## config.mk

```make
export PLATFORM = sky130hd
export DESIGN_NAME = serial_adder
export DESIGN_NICKNAME = d
export VERILOG_FILES = /design/src/rtl/nandy_pkg.sv /design/src/rtl/serial_adder_fulladder.sv /design/src/rtl/serial_adder.sv
export SDC_FILE = /design/constraint.sdc
export NUM_CORES = 1
export LEC_CHECK = 0
export CAP_MARGIN = 20
export CORE_MARGIN = 4
export CORE_UTILIZATION = 43
export DETAILED_ROUTE_END_ITERATION = 7
export PLACE_DENSITY = 0.78
export SLEW_MARGIN = 20
export SYNTH_ARGS = -nofsm -noshare
export SYNTH_HDL_FRONTEND = slang
export SYNTH_SLANG_ARGS = --single-unit
```

## constraint.sdc

```tcl
create_clock -name clk -period 1.3 [get_ports clk]
set_input_delay 0.26 -clock clk [delete_from_list [all_inputs] [get_ports clk]]
set_output_delay 0.26 -clock clk [all_outputs]
set_load 0.02 [all_outputs]
```

## src/rtl/nandy_pkg.sv

```systemverilog
// Shared package: state encoding for the bit-serial adder.
package nandy_pkg;

  typedef enum logic [1:0] {
    SERIAL_ADDER_IDLE  = 2'd0,
    SERIAL_ADDER_SHIFT = 2'd1,
    SERIAL_ADDER_DONE  = 2'd2
  } serial_adder_state_t;

endpackage : nandy_pkg

```

## src/rtl/serial_adder_fulladder.sv

```systemverilog
// Fulladder: single-bit full-adder cell used for the per-bit add.
module Fulladder (
  input  logic a,
  input  logic b,
  input  logic cin,
  output logic s,
  output logic cout
);

  // Pure combinational sum/carry of one bit position.
  always_comb begin
    s    = a ^ b ^ cin;
    cout = (a & b) | (cin & (a ^ b));
  end

endmodule : Fulladder

```

## src/rtl/serial_adder.sv

```systemverilog
// serial_adder: LSB-first bit-serial adder built around one Fulladder cell.
// One operand bit pair is added per clock with the carry held in a flop;
// the result is shifted into the sum register from the MSB end.
// Optional macro SERIAL_ADDER_OVERFLOW_EN adds a signed-overflow output.
module serial_adder
  import nandy_pkg::*;
#(
  parameter int WIDTH = 8
) (
  input  logic             clk,
  input  logic             reset,
  input  logic             start,
  input  logic [WIDTH-1:0] inA,
  input  logic [WIDTH-1:0] inB,
  input  logic             inCarry,
  output logic             busy,
  output logic             done,
  output logic [WIDTH-1:0] sum,
  output logic             carry
`ifdef SERIAL_ADDER_OVERFLOW_EN
  ,
  output logic             overflow
`endif
);

  localparam int CNT_W = $clog2(WIDTH);
  localparam logic [CNT_W-1:0] LAST_BIT = CNT_W'(WIDTH - 1);

  serial_adder_state_t state_q, state_d;
  logic [WIDTH-1:0]    opa_q, opa_d;
  logic [WIDTH-1:0]    opb_q, opb_d;
  logic [WIDTH-1:0]    sum_q, sum_d;
  logic                carry_q, carry_d;
  logic [CNT_W-1:0]    count_q, count_d;
`ifdef SERIAL_ADDER_OVERFLOW_EN
  logic                msb_cin_q, msb_cin_d;
`endif

  logic fa_s;
  logic fa_c;

  Fulladder u_fa (
    .a    (opa_q[0]),
    .b    (opb_q[0]),
    .cin  (carry_q),
    .s    (fa_s),
    .cout (fa_c)
  );

  // Next-state and datapath update: load on an accepted start, shift in SHIFT.
  always_comb begin
    // NOTE: every variable gets a default first so no path can infer a latch.
    state_d = state_q;
    opa_d   = opa_q;
    opb_d   = opb_q;
    sum_d   = sum_q;
    carry_d = carry_q;
    count_d = count_q;
`ifdef SERIAL_ADDER_OVERFLOW_EN
    msb_cin_d = msb_cin_q;
`endif

    case (state_q)
      SERIAL_ADDER_IDLE, SERIAL_ADDER_DONE: begin
        if (start) begin
          opa_d   = inA;
          opb_d   = inB;
          carry_d = inCarry;
          count_d = '0;
          state_d = SERIAL_ADDER_SHIFT;
        end else begin
          state_d = SERIAL_ADDER_IDLE;
        end
      end

      SERIAL_ADDER_SHIFT: begin
        sum_d   = {fa_s, sum_q[WIDTH-1:1]};
        opa_d   = {1'b0, opa_q[WIDTH-1:1]};
        opb_d   = {1'b0, opb_q[WIDTH-1:1]};
        carry_d = fa_c;
        if (count_q == LAST_BIT) begin
          // Terminal bit: hold the counter rather than let it wrap.
`ifdef SERIAL_ADDER_OVERFLOW_EN
          msb_cin_d = carry_q;
`endif
          state_d = SERIAL_ADDER_DONE;
        end else begin
          count_d = count_q + CNT_W'(1);
        end
      end

      default: state_d = SERIAL_ADDER_IDLE;
    endcase
  end

  // State and datapath registers with synchronous active-high reset.
  always_ff @(posedge clk) begin
    // NOTE: sequential state uses non-blocking assignments so all flops update together.
    if (reset) begin
      state_q <= SERIAL_ADDER_IDLE;
      opa_q   <= '0;
      opb_q   <= '0;
      sum_q   <= '0;
      carry_q <= 1'b0;
      count_q <= '0;
`ifdef SERIAL_ADDER_OVERFLOW_EN
      msb_cin_q <= 1'b0;
`endif
    end else begin
      state_q <= state_d;
      opa_q   <= opa_d;
      opb_q   <= opb_d;
      sum_q   <= sum_d;
      carry_q <= carry_d;
      count_q <= count_d;
`ifdef SERIAL_ADDER_OVERFLOW_EN
      msb_cin_q <= msb_cin_d;
`endif
    end
  end

  // Outputs are registers or pure decodes of the state register.
  always_comb begin
    busy  = (state_q == SERIAL_ADDER_SHIFT);
    done  = (state_q == SERIAL_ADDER_DONE);
    sum   = sum_q;
    carry = carry_q;
`ifdef SERIAL_ADDER_OVERFLOW_EN
    overflow = msb_cin_q ^ carry_q;
`endif
  end

endmodule : serial_adder

```

==> impl_metrics.py <==
metrics = {
    "setup_path": {
        "regToRegStartpoint": "count_q[0]",
        "reg2reg_depth": 5,
        "max_stage_delay_ns": 0.41,
        "r2r_slack_ns": -0.02,
        "crit_arrival_ns": 1.54,
        "cp_data_required_time_ns": 1.52,
        "reg2reg_to": "count_q[1]",
        "crit_chain": "ha_4, ha_4, or3b_4, nand3_2, a21oi_1",
        "crit_type": "flop to flop",
        "critPathMostFrequentCell": "ha_4",
        "slowest_stage": "or3b_4",
        "crit_path_end_kind": "flop",
        "cp_max_fo": 4,
        "start_kind": "flop",
    },
    "placement": {
        "postPlaceCellArea_um2": 1667,
        "numPortBuffers": 30,
        "place_ws_ns": -0.2500,
        "dp_hpwl_mm": 2.021,
        "gp_congestion": 0.7537,
    },
    "cts": {
        "insertion_delay_ns": 0.32,
        "path_clk_slew_ns": 0.09,
        "clock_sinks": 30,
        "htree_levels": 2,
        "cts_tree": "yes",
        "clk_path_buf_depth": 2,
        "cts_root_buf": "clkbuf_4",
        "cts_buffers": 5,
        "postCtsHoldBufs": 0,
    },
    "timing": {
        "tns_ns": -0.03374,
        "setup_viol": 4,
        "min_period_over_period_pct": 101.2,
        "worst_pin_slew_ns": 0.2721,
        "skew_ns": 0.003825,
        "slew_headroom_pct": 81.86,
        "setup_ws_ns": -0.01579,
        "fmax_mhz": 760.0,
        "slew_viol_final": 0,
        "min_period_ns": 1.316,
        "hold_viol": 0,
        "rsz0062_at_grt": "yes",
    },
    "cells_and_area": {
        "layout-drive-gt1-share_pct": 23.68,
        "diodes": 0,
        "area_growth_pct": 38.25,
        "final_cell_area_um2": 1759,
        "nFillCells": 249,
        "final_nets": 213,
    },
    "floorplan": {
        "rows": 19,
        "die-area_um2": 3894,
        "die_w_um": 62.40,
        "initial_utilization_pct": 45.75,
        "die_h_um": 62.40,
        "coreArea_um2": 2781,
        "ios": 31,
    },
    "grt": {
        "grt.overflow.total": 0,
        "grt_max_degree": 41,
        "grt_pass1_vias": 1161,
        "track_usage_pct": 15.73,
        "grt_first_pass_wirelength_mm": 4.947,
        "antenna_found_initial": 0,
    },
    "drt": {
        "routedWlPerCell_um": 13.64,
        "ant_nets": 0,
        "route.detailed.drc": 0,
        "num_vias": 1193,
        "drt_iter0_drc": 56,
        "wl_mm": 3.014,
        "first_pass_iters": 4,
        "vias_per_cell": 5.398,
    },
    "logic_synthesis": {
        "synthSimpleGateAreaFrac_pct": 25.66,
        "synth_xor_area_share_pct": 0,
        "ys_seq_area_share_pct": 47.20,
        "synth_compound_area_share_pct": 16.32,
        "netlist-cell-type-count": 20,
        "ys_warn_count": 0,
        "netlist_area_um2": 1272,
        "syn-num-nets": 176,
        "synthMuxAreaShare_pct": 0,
        "synth_fa_ha_area_share_pct": 3.540,
        "ys_seq_elements": 30,
        "synthCells": 153,
        "synth_top_family_by_area": "simple AND/OR/NAND/NOR gates",
        "avgSynthCellArea_um2": 8.317,
    },
    "worst_hold_path": {
        "hold_start": "sum[0]",
        "whs_path_depth": 2,
        "min_path_type": "flop to flop",
        "hold_end": "sum[0]",
    },
    "run_status": {
        "violations": "negative setup slack",
        "status": "finished with violations",
    },
    "pwr": {
        "power.leakage_nw": 0.6835,
        "powerDensity_nw_per_um2": 1064,
        "ir_drop_uv": 856.0,
    },
    "run": {
        "maxCapViolations": 0,
    },
}
## routing by layer
layer  GRT usage, %  up-vias  wire [µm]
li1               -      594          -
met1          16.56      551       1224
met2          27.07       42       1501
met3          7.194        6        247
met4          6.101        0         40
met5              0        -          0
## critical path, delay by kind of cell (launching register included)
| family | cells | cell delay [ns] |
|---|---|---|
| compound gates | 1 | 0.06 |
| fa+ha+maj | 2 | 0.32 |
| flops | 1 | 0.35 |
| simple gates | 2 | 0.48 |
## through the flow
stage               power, mW  utilization (%)  hold WS, ns  instances
floorplan               1.240                -       0.3960        153
global route            1.985            63.25       0.4695        221
CTS                     1.854            61.09       0.4641        219
finish                  1.871            63.25       0.4680        221
global placement        1.352            59.92       0.4451        212
detailed placement      1.367            59.92       0.4610        212
## sequential cells by signal, indices dropped and copies added (netlist names)
| register | cells |
|---|---|
| carry | 1 |
| opa_q | 8 |
| state_q | 2 |
| count_q | 3 |
| opb_q | 8 |
| sum | 8 |
## how the worst max path moves through the flow
stage                    start          to  cells after the start
floorplan           count_q[1]  count_q[2]                      5
global placement         start    opb_q[6]                      5
detailed placement       start    opa_q[1]                      5
CTS                 state_q[1]       carry                      4
global route        count_q[0]  count_q[1]                      5
finish              count_q[0]  count_q[1]                      5
## where the power goes
group,total (mW),internal (mW),switching (mW)
Combinational,0.357,0.182,0.175
Sequential,1.02,0.980,0.0387
Clock,0.496,0.203,0.292
## area by class of cell
class,count,area [µm²],area share (%)
clock buffers,7,45.04,2.560
multi-input cells,110,651.9,37.06
flip-flops and latches,30,606.8,34.49
well taps,31,38.79,2.205
inverters,1,3.754,0.2134
repair buffers,42,412.9,23.47
## kinds of logic (layout without fill, tap and decap cells)
| group | Yosys count | in the layout |
|---|---|---|
| and+or+nand+nor | 78 | 78 |
| DFF | 30 | 30 |
| AOI/OAI and AO/OA | 29 | 29 |
| buffers and inverters | 13 | 50 |
| adders and majority gates | 3 | 3 |
## Yosys cell counts (all sizes together)
library cell	instances	area [µm²]
buf	9	77.57
nor2	15	56.30
nand2b	2	12.51
dfxtp	30	600.6
a311oi	15	137.6
nand3	5	25.02
or3b	1	8.760
nor3b	2	15.01
nand2	50	187.7
nor2b	1	6.260
fa	1	20.02
ha	2	25.02
or2b	1	7.510
inv	1	3.750
a21oi	14	70.07
clkbuf	3	11.26
and2b	1	7.510
## repair_timing
| item | 4_1_cts | 5_1_grt |
|---|---|---|
| pin swaps | 1 | 1 |
| setup buffers | 0 | 1 |
| gates cloned | 0 | 1 |
| gates resized for setup | 21 | 27 |
| endpoints found under the setup margin | 16 | 35 |
## placed cells by master (no fill, tap or decap)
master           instances
a21oi_1                 12
a21oi_2                  2
a311oi_1                13
a311oi_2                 2
and2b_1                  1
buf_12                   2
buf_4                    7
buf_6                    4
clkbuf_1                 2
clkbuf_16                1
clkbuf_2                 6
clkbuf_4                 5
clkdlybuf4s15_1          1
clkdlybuf4s15_2          1
clkdlybuf4s50_1         19
dfxtp_1                 25
dfxtp_2                  5
dlygate4sd2_1            1
fa_1                     1
ha_4                     2
inv_2                    1
nand2_1                 50
nand2b_1                 1
nand2b_4                 1
nand3_1                  2
nand3_2                  3
nor2_1                  15
nor2b_1                  1
nor3b_1                  1
nor3b_2                  1
or2b_4                   1
or3b_4                   1
(Power assumes the default switching activity.)
